[src/rtl/snn_prog_sequencer_if.sv]
// Host-to-sequencer word stream: valid/ready handshake carrying one synaptic address and data word.
interface snn_prog_sequencer_if #(
  parameter int ADDR_W = 32,
  parameter int DATA_W = 32
);
  logic              host_valid;
  logic              host_ready;
  logic [ADDR_W-1:0] host_addr;
  logic [DATA_W-1:0] host_data;

  modport master (
    output host_valid,
    output host_addr,
    output host_data,
    input  host_ready
  );

  modport slave (
    input  host_valid,
    input  host_addr,
    input  host_data,
    output host_ready
  );
endinterface

[src/rtl/snn_prog_sequencer.sv]
// Programming controller for the snncore write port.
// It streams WTS_CNT synaptic weights, then CONFIG_REG configuration words
// addressed 0..CONFIG_REG-1. It then raises done and pulses run_go for one cycle.
module snn_prog_sequencer #(
  parameter int ADDR_W     = 32,
  parameter int DATA_W     = 32,
  parameter int WTS_CNT    = 1024,
  parameter int CONFIG_REG = 8,
  parameter int MEM_DEPTH  = 65536,
  parameter int CNT_W      = $clog2(WTS_CNT + CONFIG_REG + 1)
) (
  input  logic                 prgclk,
  input  logic                 rst,
  input  logic                 i_start,
  input  logic                 i_abort,
  snn_prog_sequencer_if.slave  i_host,
  output logic                 o_mem_write,
  output logic                 o_cfg_write,
  output logic [ADDR_W-1:0]    o_wr_addr,
  output logic [DATA_W-1:0]    o_wr_data,
  output logic                 o_busy,
  output logic                 o_done,
  output logic                 o_run_go,
  output logic                 o_seq_err,
  output logic [CNT_W-1:0]     o_prog_cnt
);

  localparam int               CFG_W     = (CONFIG_REG > 1) ? $clog2(CONFIG_REG) : 1;
  localparam logic [CNT_W-1:0] WTS_LAST  = CNT_W'(WTS_CNT - 1);
  localparam logic [CFG_W-1:0] CFG_LAST  = CFG_W'(CONFIG_REG - 1);
  localparam logic [63:0]      MEM_LIMIT = 64'(MEM_DEPTH);

  typedef enum logic [1:0] {
    S_IDLE,
    S_LOAD_WTS,
    S_LOAD_CFG,
    S_DONE
  } state_t;

  state_t            r_state;
  logic              r_memWrite;
  logic              r_cfgWrite;
  logic [ADDR_W-1:0] r_wrAddr;
  logic [DATA_W-1:0] r_wrData;
  logic              r_busy;
  logic              r_done;
  logic              r_runGo;
  logic              r_seqErr;
  logic [CNT_W-1:0]  r_progCnt;
  logic [CFG_W-1:0]  r_cfgIdx;

  state_t            w_stateNext;
  logic              w_memWriteNext;
  logic              w_cfgWriteNext;
  logic [ADDR_W-1:0] w_wrAddrNext;
  logic [DATA_W-1:0] w_wrDataNext;
  logic              w_doneNext;
  logic              w_runGoNext;
  logic              w_seqErrNext;
  logic [CNT_W-1:0]  w_progCntNext;
  logic [CFG_W-1:0]  w_cfgIdxNext;
  logic              w_hostReady;
  logic              w_accept;
  logic              w_addrLegal;

  assign w_hostReady       = ((r_state == S_LOAD_WTS) || (r_state == S_LOAD_CFG)) && !i_abort;
  assign w_accept          = i_host.host_valid && w_hostReady;
  assign w_addrLegal       = (64'(i_host.host_addr) < MEM_LIMIT);
  assign i_host.host_ready = w_hostReady;

  assign o_mem_write = r_memWrite;
  assign o_cfg_write = r_cfgWrite;
  assign o_wr_addr   = r_wrAddr;
  assign o_wr_data   = r_wrData;
  assign o_busy      = r_busy;
  assign o_done      = r_done;
  assign o_run_go    = r_runGo;
  assign o_seq_err   = r_seqErr;
  assign o_prog_cnt  = r_progCnt;

  // Next-state and next-output decode: abort dominates, otherwise each phase consumes accepted words.
  always_comb begin
    w_stateNext    = r_state;
    w_memWriteNext = 1'b0;
    w_cfgWriteNext = 1'b0;
    w_runGoNext    = 1'b0;
    w_wrAddrNext   = r_wrAddr;
    w_wrDataNext   = r_wrData;
    w_doneNext     = r_done;
    w_seqErrNext   = r_seqErr;
    w_progCntNext  = r_progCnt;
    w_cfgIdxNext   = r_cfgIdx;

    if (i_abort) begin
      w_stateNext = S_IDLE;
      w_doneNext  = 1'b0;
    end else begin
      case (r_state)
        S_IDLE, S_DONE: begin
          if (i_start) begin
            w_stateNext   = S_LOAD_WTS;
            w_progCntNext = '0;
            w_seqErrNext  = 1'b0;
            w_doneNext    = 1'b0;
            w_cfgIdxNext  = '0;
          end
        end
        S_LOAD_WTS: begin
          if (i_start) begin
            w_seqErrNext = 1'b1;
          end
          if (w_accept) begin
            w_wrAddrNext  = i_host.host_addr;
            w_wrDataNext  = i_host.host_data;
            w_progCntNext = r_progCnt + 1'b1;
            if (w_addrLegal) begin
              w_memWriteNext = 1'b1;
            end else begin
              w_seqErrNext = 1'b1;
            end
            if (r_progCnt == WTS_LAST) begin
              w_stateNext  = S_LOAD_CFG;
              w_cfgIdxNext = '0;
            end
          end
        end
        S_LOAD_CFG: begin
          if (i_start) begin
            w_seqErrNext = 1'b1;
          end
          if (w_accept) begin
            w_cfgWriteNext = 1'b1;
            w_wrAddrNext   = ADDR_W'(r_cfgIdx);
            w_wrDataNext   = i_host.host_data;
            w_progCntNext  = r_progCnt + 1'b1;
            if (r_cfgIdx == CFG_LAST) begin
              w_stateNext = S_DONE;
              w_doneNext  = 1'b1;
              w_runGoNext = 1'b1;
            end else begin
              w_cfgIdxNext = r_cfgIdx + 1'b1;
            end
          end
        end
        default: begin
          w_stateNext = S_IDLE;
        end
      endcase
    end
  end

  // State and registered outputs; rst clears everything immediately so a half-done load emits nothing more.
  always_ff @(posedge prgclk or posedge rst) begin
    if (rst) begin
      r_state    <= S_IDLE;
      r_memWrite <= 1'b0;
      r_cfgWrite <= 1'b0;
      r_wrAddr   <= '0;
      r_wrData   <= '0;
      r_busy     <= 1'b0;
      r_done     <= 1'b0;
      r_runGo    <= 1'b0;
      r_seqErr   <= 1'b0;
      r_progCnt  <= '0;
      r_cfgIdx   <= '0;
    end else begin
      r_state    <= w_stateNext;
      r_memWrite <= w_memWriteNext;
      r_cfgWrite <= w_cfgWriteNext;
      r_wrAddr   <= w_wrAddrNext;
      r_wrData   <= w_wrDataNext;
      r_busy     <= (w_stateNext == S_LOAD_WTS) || (w_stateNext == S_LOAD_CFG);
      r_done     <= w_doneNext;
      r_runGo    <= w_runGoNext;
      r_seqErr   <= w_seqErrNext;
      r_progCnt  <= w_progCntNext;
      r_cfgIdx   <= w_cfgIdxNext;
    end
  end

endmodule

[src/flat_wrapper.sv]
// flat-port wrapper written by rule: the top's interface ports become plain ports
module snn_prog_sequencer_flat 
#(
  parameter int ADDR_W     = 32,
  parameter int DATA_W     = 32,
  parameter int WTS_CNT    = 1024,
  parameter int CONFIG_REG = 8,
  parameter int MEM_DEPTH  = 65536,
  parameter int CNT_W      = $clog2(WTS_CNT + CONFIG_REG + 1)
)
  (prgclk, rst, i_start, i_abort, o_mem_write, o_cfg_write, o_wr_addr, o_wr_data, o_busy, o_done, o_run_go, o_seq_err, o_prog_cnt, i_host_host_valid, i_host_host_addr, i_host_host_data, i_host_host_ready);
  snn_prog_sequencer_if #(.ADDR_W(ADDR_W), .DATA_W(DATA_W)) i_host_i ();
  input  logic prgclk;
  input  logic rst;
  input  logic i_start;
  input  logic i_abort;
  output logic o_mem_write;
  output logic o_cfg_write;
  output logic [ADDR_W-1:0] o_wr_addr;
  output logic [DATA_W-1:0] o_wr_data;
  output logic o_busy;
  output logic o_done;
  output logic o_run_go;
  output logic o_seq_err;
  output logic [CNT_W-1:0] o_prog_cnt;
  input wire logic [$bits(i_host_i.host_valid)-1:0] i_host_host_valid;
  input wire logic [$bits(i_host_i.host_addr)-1:0] i_host_host_addr;
  input wire logic [$bits(i_host_i.host_data)-1:0] i_host_host_data;
  output wire logic [$bits(i_host_i.host_ready)-1:0] i_host_host_ready;
  assign i_host_i.host_valid = i_host_host_valid;
  assign i_host_i.host_addr = i_host_host_addr;
  assign i_host_i.host_data = i_host_host_data;
  assign i_host_host_ready = i_host_i.host_ready;
  snn_prog_sequencer #(.ADDR_W(ADDR_W), .DATA_W(DATA_W), .WTS_CNT(WTS_CNT), .CONFIG_REG(CONFIG_REG), .MEM_DEPTH(MEM_DEPTH), .CNT_W(CNT_W)) u_core (.prgclk(prgclk), .rst(rst), .i_start(i_start), .i_abort(i_abort), .i_host(i_host_i), .o_mem_write(o_mem_write), .o_cfg_write(o_cfg_write), .o_wr_addr(o_wr_addr), .o_wr_data(o_wr_data), .o_busy(o_busy), .o_done(o_done), .o_run_go(o_run_go), .o_seq_err(o_seq_err), .o_prog_cnt(o_prog_cnt));
endmodule
[config.mk]
export PLATFORM = sky130hd
export DESIGN_NAME = snn_prog_sequencer_flat
export DESIGN_NICKNAME = d
export VERILOG_FILES = /design/src/rtl/snn_prog_sequencer_if.sv /design/src/rtl/snn_prog_sequencer.sv /design/src/flat_wrapper.sv
export SDC_FILE = /design/constraint.sdc
export NUM_CORES = 1
export LEC_CHECK = 0
export CORE_ASPECT_RATIO = 1.4
export CORE_MARGIN = 2
export CORE_UTILIZATION = 45
export CTS_CLUSTER_DIAMETER = 50
export DETAILED_ROUTE_END_ITERATION = 8
export DONT_BUFFER_PORTS = 1
export HOLD_SLACK_MARGIN = 0.08
export PLACE_DENSITY = 0.72
export SYNTH_ARGS = -nofsm -noshare
export SYNTH_HDL_FRONTEND = slang
export SYNTH_SLANG_ARGS = --single-unit
[constraint.sdc]
create_clock -name prgclk -period 4 [get_ports prgclk]
set_clock_uncertainty 0.05 [all_clocks]
set_input_delay 0.2 -clock prgclk [delete_from_list [all_inputs] [get_ports prgclk]]
set_output_delay 0.2 -clock prgclk [all_outputs]
set_load 0.01 [all_outputs]
==> results of run 1 <==
[sequential cells by signal, indices dropped and copies added, names as in the netlist]
register,count
u_core.o_done,1
u_core.o_wr_addr,32
u_core.o_prog_cnt,11
u_core.r_state,2
u_core.o_cfg_write,1
u_core.r_cfgIdx,3
u_core.o_mem_write,1
u_core.o_busy,1
u_core.o_wr_data,32
u_core.o_run_go,1
u_core.o_seq_err,1
[cell families after synthesis]
kind of cell	count (synthesis)	synth area share, %
fa+ha+maj	6	2.08
simple gates	155	18.9
mux	8	2.36
buf+inv	29	3.12
xor+xnor	5	1.21
compound gates	60	12.7
flops	86	59.6
[area by class of cell]
cell class,count,area (um2),share of cell area [%]
inverters,10,38.8,0.850
clock inverters,4,50.0,1.10
flip-flops and latches,86,2150,47.2
repair buffers,72,708,15.5
clock buffers,10,128,2.80
well taps,100,125,2.74
multi-input cells,234,1360,29.8
[power by group]
| part | switching (mW) | leakage, nW | internal [mW] |
|---|---|---|---|
| registers | 0.243 | 1.10 | 1.06 |
| logic | 0.153 | 1.04 | 0.160 |
| clock network | 0.297 | 0.0842 | 0.281 |
| total | 0.693 | 2.22 | 1.50 |
[per-stage QoR]
stage                     cells  area, um2  hold WS (ns)  util [%]  total power [mW]
after floorplan             349       3610         0.255         -              1.47
after global placement      435       3710         0.258      47.9              1.54
after detailed placement    435       3710         0.259      47.9              1.56
after CTS                   516       4560        0.0808      58.9              2.20
after global routing        516       4560        0.0905      58.9              2.30
final                       516       4560        0.0923      58.9              2.19
[worst max-delay path by stage]
stage / from / end / depth (start not counted)
global route: u_core.r_state[0] / u_core.o_prog_cnt[6] / 6
detailed placement: u_core.r_state[0] / u_core.r_cfgIdx[0] / 6
CTS: u_core.r_state[0] / u_core.r_cfgIdx[0] / 6
global placement: u_core.r_state[0] / u_core.r_cfgIdx[0] / 6
floorplan: rst / u_core.o_busy / 1
finish: u_core.r_state[0] / u_core.r_cfgIdx[0] / 6
[layout by cell type (no fill, tap or decap), drive strengths merged, types with 2 or more instances in the layout]
cell and count:
a31o 2, dfrtp 86, clkinv 2, clkbuf 10, nor2b 2, nor2 12, nor3 3, nor3b 2
o21a 3, ha 6, xnor2 4, buf 5, nand4 3, nand2b 3, and3 3, nor4 7
dlygate4sd3 67, a22o 31, o21ai 8, a21oi 9, mux2i 7, nand2 111, clkinvlp 2, nand3 4
inv 9
[layer usage]
| layer | share of wire, % | global-route usage, % |
|---|---|---|
| met5 | 0 | 0 |
| met4 | 3.3 | 12.1 |
| met3 | 7.0 | 7.06 |
| met2 | 52 | 34.0 |
| met1 | 37 | 23.8 |
[worst max-delay path, stage by stage, from the launching register on]
cell	delay, ns
dfrtp_1	0.39
inv_1	0.08
ha_1	0.49
or3b_1	0.50
nor4_4	0.37
o221ai_2	0.21
mux2_4	0.32
[repair_timing]
action	CTS	global route
endpoints found under the hold margin	135	0
hold buffers	67	0
endpoints found under the setup margin	0	0
==> impl_metrics.ini, run 1 <==
[clock_tree]
cts_tree = yes
h-tree-depth = 3
clockRootBuffer = clkbuf_8
cts_resized = 0
path_clk_slew_ns = 0.08
clk_latency_ns = 0.36
postCtsSetupBuffers = 0
cts_buffer_depth = 2
cts_buffers = 9
clock_sinks = 86

[min_path]
hold_path.class = input pin to register
worst_hold_path.endpoint = u_core.r_state[1]
worstHoldStart = i_start
hold_depth = 2

[setup_path]
r2r_start = u_core.r_state[0]
critical_path.max_fanout = 13
required_ns = 4.19
cp_data_arrival_time_ns = 2.72
r2r_end = u_core.r_cfgIdx[0]
crit_path_start_kind = register
worst-setup-path-type = register to register
crit_path_end_kind = register
reg2reg_depth = 6
reg2reg_slack_ns = 1.48

[sta]
hold_violations = 0
rsz0062_at_grt = false
setup_slack_ns = 1.48
fin_crit_sh_pct = 63.0
max_clock_freq_mhz = 397
period_minus_slack_ns = 2.52
tightest_slew_ns = 0.968
tns_ns = 0
setup_viol = 0
slew_viol_final = 0
maxSlewHeadroom_pct = 35.4

[power_and_ir_drop]
ir_worst_vdd_mv = 0.277
pwr_density_cell_nw_per_um2 = 480
leakagePower_nw = 2.22

[finish]
layout-drive-gt1-share_pct = 6.73
fillCellCount = 664
nNetsFinal = 488
n_antenna_cell = 0
syn2layout_area_growth_pct = 26.4

[detailed_routing]
route.vias.total = 2808
routed_wl_mm = 9.15
drt-initial-drc-count = 291
routedWlPerCell_um = 17.7
ant_nets = 0
dr.pass1.iters = 4
drc = 0
drt-vias-per-instance = 5.44

[grt]
grt.total_usage_pct = 20.9
overflow = 0
grt_pass1_wl_mm = 13.7
grt_max_degree = 59
grt_pass1_vias = 2760
antenna_found_initial = 0

[yosys]
synthCells = 349
seq_area_frac_synth_pct = 59.6
syn_nets = 424
ys_types = 40
synth-edff-count = 0
synthTopCellsByCount = 111 x nand2_1, 86 x dfrtp_1, 31 x a22o_1, 13 x clkbuf_1, 12 x nor2_1
yosysWarnings = 0
ys_top_cells_by_area = dfrtp_1 60%, nand2_1 12%, a22o_1 7.5%
async_reset_ff_share_pct = 100
synth_ff_type = dfrtp_1
yosysMostFrequentCell = nand2_1
ys_ff_latch = 86
synth_top_area_share_pct = 59.6
syn_area_um2 = 3610
postSynthAreaPerCell_um2 = 10.3
yosys.area.top_type = dfrtp_1

[placement]
pre_cts_slack_ns = 1.46
hpwl_mm = 5.69
gp_congestion = 0.827
port_buffers = 0

[flow_run]
max_cap_violations = 0

[floorplanning]
die_w_um = 79.7
core_area_um2 = 7750
placementRows = 38
ios = 151
dieArea_um2 = 8760
die_y_um = 110
start_util_pct = 46.6

[status]
outcome = finished, final reports clean
Note: power is estimated with default switching activity, not from simulation.
==> run 2: changes to the inputs <==
Settings changed: ABC_AREA from default to 1, PLACE_DENSITY 0.72 to 0.74.
Clock period 4 ns to 2.2 ns, I/O delays scaled along.
==> run 2 against run 1 <==
Hold slack gained 0.089 ns. Register-to-register slack lost 1.4 ns. Sequential share of layout area shrank 3.8 points. Worst setup slack lost 1.4 ns. Non-clock buffer count grew 5. Largest power group unchanged. Die area grew 6.3%. Critical endpoint is now u_core.o_mem_write. Largest cell class unchanged. Clock power grew to 2.7 times the previous value.
==> impl_metrics.ini, run 2 <==
[power_and_ir_drop]
p_total_mw = 4.71
pwr_density_cell_nw_per_um2 = 949
leakagePower_nw = 2.43
ir_worst_vdd_mv = 0.541

[placement]
dp.cells = 531
port_buffers = 0
gp_congestion = 0.782
post_dp_cell_area_um2 = 3950
pre_cts_slack_ns = 0.0923
hpwl_mm = 6.35

[detailed_routing]
dr.pass1.iters = 4
drt-initial-drc-count = 162
drc = 0
drt-vias-per-instance = 5.32
routed_wl_mm = 10.1
route.vias.total = 3283
routedWlPerCell_um = 16.4
ant_nets = 0

[yosys]
synth_compound_area_share_pct = 10.0
yosys.area.top_type = dfrtp_1
postSynthAreaPerCell_um2 = 8.74
synth_top_family_by_area = simple AND/OR/NAND/NOR gates
synthCells = 440
synth_top_area_share_pct = 55.9
syn_nets = 515
seq_area_frac_synth_pct = 55.9
synthXorXnorAreaFrac_pct = 0.228
synth-edff-count = 0
ys_ff_latch = 86
synth_mux_area_share_pct = 0
async_reset_ff_share_pct = 100
yosys.area_share.simple_pct = 25.4
synthTopCellsByCount = 151 x nand2_1, 86 x dfrtp_1, 46 x o21ai_0, 35 x inv_1, 22 x nand3_1
ys_top_cells_by_area = dfrtp_1 56%, nand2_1 15%, o21ai_0 6.0%
syn_area_um2 = 3850
synth_ff_type = dfrtp_1
synth_fa_ha_area_share_pct = 1.95
ys_types = 35
yosysWarnings = 0
yosysMostFrequentCell = nand2_1

[grt]
grt_max_degree = 87
grt_pass1_wl_mm = 15.7
overflow = 0
grt_pass1_vias = 3325
antenna_found_initial = 0
grt.total_usage_pct = 21.8

[floorplanning]
ios = 151
dieArea_um2 = 9320
placementRows = 39
die_y_um = 113
die_w_um = 82.1
start_util_pct = 46.7
core_area_um2 = 8250

[sta]
rsz0062_at_grt = true
setup_slack_ns = 0.0587
slew_viol_final = 0
tightest_slew_ns = 0.598
fin_crit_sh_pct = 97.3
maxSlewHeadroom_pct = 60.1
hold_violations = 0
setup_viol = 0
max_clock_freq_mhz = 467
period_minus_slack_ns = 2.14
tns_ns = 0

[clock_tree]
postCtsSetupBuffers = 0
cts_buffers = 9
cts_tree = yes
h-tree-depth = 3
path_clk_slew_ns = 0.06
clk_latency_ns = 0.34
clock_sinks = 86
clockRootBuffer = clkbuf_16
cts_buffer_depth = 2

[status]
outcome = finished, final reports clean

[finish]
syn2layout_area_growth_pct = 29.1
finalInstanceArea_um2 = 4970
final_cell_mix = 151 x nand2_1, 86 x dfrtp_1, 70 x dlygate4sd3_1
final_common_cell = nand2_1
instances_no_fill = 617
n_antenna_cell = 0
layout-drive-gt1-share_pct = 8.54
nNetsFinal = 585

[setup_path]
worst-setup-path-type = input pin to register
crit_path_start_kind = input pin
required_ns = 2.42
cp_cell_sequence = dlygate4sd3_1, inv_1, nand3_1, dlygate4sd3_1, nor3_2, dlygate4sd3_1, nand2_1, nor2_1
slowest_stage = dlygate4sd3_1
cp_data_arrival_time_ns = 2.36
slowest_delay_ns = 0.60
critical_path.max_fanout = 2
crit_path_end_kind = register
cp_common_cell = dlygate4sd3_1

[min_path]
hold_path.class = input pin to register

[flow_run]
max_cap_violations = 0
==> run 2: cell count changes after synthesis, moves of 7 or more <==
| cell | delta |
|---|---|
| mux2i_1 | -7 |
| nor2_1 | +9 |
| nand3_1 | +18 |
| nand2_1 | +40 |
| o21ai_0 | +39 |
| inv_1 | +25 |
| a22o_1 | -30 |
| clkbuf_1 | -9 |
==> run 2: what timing repair did <==
action                                  4_1_cts  5_1_grt
hold endpoints to repair                    157        0
gates resized for setup                       0        2
endpoints found under the setup margin        0       14
hold buffers                                 70        0
==> run 2: cells by family after synthesis <==
group	after synthesis
xor gates and xnor gates	1
and+or+nand+nor	219
DFF	86
adders and majority gates	6
AOI/OAI and AO/OA	71
buffers and inverters	57
==> run 2: worst paths after layout <==
kind / startpoint / to / slack (ns) / cells after the start
hold reg to reg: u_core.r_cfgIdx[0] / u_core.r_cfgIdx[0] / 0.49 / 2
setup / recovery: i_host_host_addr[21] / u_core.o_mem_write / 0.06 / 8
min in group asynchronous: rst / u_core.o_prog_cnt[2] / 0.34 / 3
hold / removal: i_host_host_valid / u_core.o_mem_write / 0.18 / 4
max in group asynchronous: rst / u_core.o_wr_addr[7] / 1.43 / 3
setup reg to reg: u_core.r_state[0] / u_core.o_wr_addr[0] / 0.12 / 9
==> run 2: critical path: cells and delay by family <==
| kind | cells | cell delay (ns) |
|---|---|---|
| buffers and inverters | 4 | 1.81 |
| and+or+nand+nor | 4 | 0.43 |
==> run 2: per-layer routing <==
layer,share of wire [%],vias to the layer above,global-route usage (%)
met4,3.6,0,11.7
met5,0,-,0
met1,37,1558,23.5
met2,53,140,38.0
met3,7.2,31,5.70
li1,-,1554,-
==> run 2: power by group <==
part,internal (mW),total [mW],switching (mW)
combinational,0.296,0.715,0.419
clock,0.916,1.54,0.626
sequential,1.97,2.46,0.489
total,3.18,4.71,1.53
==> run 2: final cells by class <==
class | count | area, um2
timing repair buffer | 77 | 769
clock buffer | 10 | 239
tap | 102 | 128
sequential | 86 | 2150
clock inverter | 6 | 71.3
fill | 658 | 3280
multi-input combinational | 297 | 1450
inverter | 39 | 153
==> run 2: per-stage QoR <==
| step | util (%) | hold WS (ns) |
|---|---|---|
| 2_1_floorplan | - | 0.177 |
| 3_3_place_gp | 47.9 | 0.0949 |
| 3_5_place_dp | 47.9 | 0.108 |
| 4_1_cts | 60.1 | 0.174 |
| 5_1_grt | 60.2 | 0.204 |
| 6_report | 60.2 | 0.181 |
==> run 3: changes to the inputs <==
Settings changed: REMOVE_ABC_BUFFERS from default to 1.
==> run 3 against run 2 <==
Utilization is 0.99 points higher. Via count is 2.1% higher. First-iteration DRC count is 28% lower. Clock power is 5% higher. Critical endpoint is now u_core.r_cfgIdx[1]. Largest cell class unchanged. Highest routed layer unchanged.
==> impl_metrics.ini, run 3 (synthesis gave the netlist of run 2 again) <==
[placement]
hpwl_mm = 6.67
pre_cts_slack_ns = 0.0940
port_buffers = 0
gp_congestion = 0.770
post_dp_cell_area_um2 = 3970

[flow_run]
max_cap_violations = 0

[clock_tree]
path_clk_slew_ns = 0.06
clk_latency_ns = 0.33
cts_buffers = 9
cts_buffer_depth = 2
clock_sinks = 86
clockRootBuffer = clkbuf_16
h-tree-depth = 3
cts_tree = yes

[grt]
grt_pass1_wl_mm = 16.2
met2_usage_pct = 40.5
grtUsageMet1_pct = 24.3
grt_pass1_vias = 3409
antenna_found_initial = 0
busiest_layer = met2
met3_usage_pct = 8.23
grt_max_degree = 38
grt.total_usage_pct = 22.8
overflow = 0

[floorplanning]
placementRows = 39
die_w_um = 82.1
core_area_um2 = 8250
ios = 151
start_util_pct = 46.7
dieArea_um2 = 9320
die_y_um = 113

[detailed_routing]
routed_wl_mm = 10.4
ant_nets = 0
drc = 0
routedWlPerCell_um = 16.7
drt-initial-drc-count = 116
drt-vias-per-instance = 5.38
dr.pass1.iters = 4
route.vias.total = 3353

[finish]
layout-drive-gt1-share_pct = 9.79
final_cell_mix = 151 x nand2_1, 86 x dfrtp_1, 70 x dlygate4sd3_1
fillCellCount = 673
finalInstanceArea_um2 = 5050
nNetsFinal = 591
syn2layout_area_growth_pct = 31.2
n_antenna_cell = 0
final_common_cell = nand2_1

[setup_path]
worst-setup-path-type = register to register
r2r_start = u_core.r_state[0]
slowest_delay_ns = 0.40
cp-endpoint = u_core.r_cfgIdx[1]
crit_cells = 10
cp_cell_sequence = inv_1, ha_2, inv_4, nand2_8, nor2_8, nor2_8, a21oi_1, nand3_1, nand2_1, o21ai_1
reg2reg_slack_ns = 0.15
crit_path_end_kind = register
reg2reg_depth = 10
crit_path_start_kind = register
cp_data_arrival_time_ns = 2.21
r2r_end = u_core.r_cfgIdx[1]
cp_common_cell = nor2_8
crit_buf_inv = 2
required_ns = 2.36
critical_path.max_fanout = 32
slowest_stage = dfrtp_1
crit_family = simple AND/OR/NAND/NOR gates
startpoint = u_core.r_state[0]

[sta]
maxSlewHeadroom_pct = 70.3
hold-worst-slack_ns = 0.0921
slew_viol_final = 0
rsz0062_at_grt = false
setup_slack_ns = 0.148
tightest_slew_ns = 0.446
fin_crit_sh_pct = 93.3
setup_viol = 0
period_minus_slack_ns = 2.05
hold_violations = 0
max_clock_freq_mhz = 487

[power_and_ir_drop]
pwr_density_cell_nw_per_um2 = 948
leakagePower_nw = 2.47
ir_worst_vdd_mv = 0.609

[status]
outcome = finished, final reports clean

[min_path]
hold_path.class = input pin to register
[run 3: changes by cell type in the layout (fill, tap and decap cells not counted), sizes merged]
cell,delta
clkinvlp,-1
inv,+1
bufinv,+1
buf,+4
dlymetal6s4s,+1
[run 3: tightest hold or removal path, stage by stage]
cell	delay, ns
nor2_1	0.04
buf_4	0.15
o21ai_0	0.07
nand2_1	0.06
[run 3: area by class of cell]
cell class	count	area (um2)	share of cell area, %
sequential	86	2150	42.6
multi-input combinational	297	1460	28.9
timing repair buffer	83	833	16.5
clock buffer	9	225	4.46
inverter	39	153	3.02
tap	102	128	2.53
clock inverter	7	97.6	1.93
[run 3: routing by layer]
metal / share of wire (%) / up-vias / wire length, um
met4: 2.0 / 0 / 210
met2: 52 / 142 / 5380
met1: 38 / 1626 / 4000
met5: 0 / - / 0
li1: - / 1566 / -
met3: 7.9 / 19 / 826
[run 3: timing repair]
item,in CTS,in global routing
endpoints found under the hold margin,157,0
gates resized for setup,0,6
buffers inserted,0,1
endpoints found under the setup margin,0,51
hold buffers,71,0
[run 3: power by group]
part	total [mW]	leakage [nW]	internal, mW	switching [mW]
clock network	1.61	0.152	0.997	0.611
registers	2.47	1.10	1.97	0.506
logic	0.702	1.22	0.296	0.406
total	4.78	2.47	3.26	1.52
[run 3: stage by stage]
stage	std cells	total power, mW	util, %	setup TNS [ns]
CTS	621	4.78	60.6	0
floorplan	422	2.82	-	-15.64
detailed placement	534	3.06	48.1	0
global placement	534	3.01	48.1	0
finish	623	4.78	61.2	0
global route	623	5.05	61.2	0
[run 3: how the worst min path moves through the flow]
stage	from	to	slack, ns	depth (start not counted)
final	i_abort	u_core.o_seq_err	0.09	4
after global routing	i_abort	u_core.o_done	0.13	4
after CTS	i_abort	u_core.o_done	0.08	4
after detailed placement	rst	u_core.o_wr_data[11]	-0.07	1
after global placement	rst	u_core.o_wr_data[11]	-0.07	1
after floorplan	i_host_host_data[0]	u_core.o_wr_data[0]	0.18	2
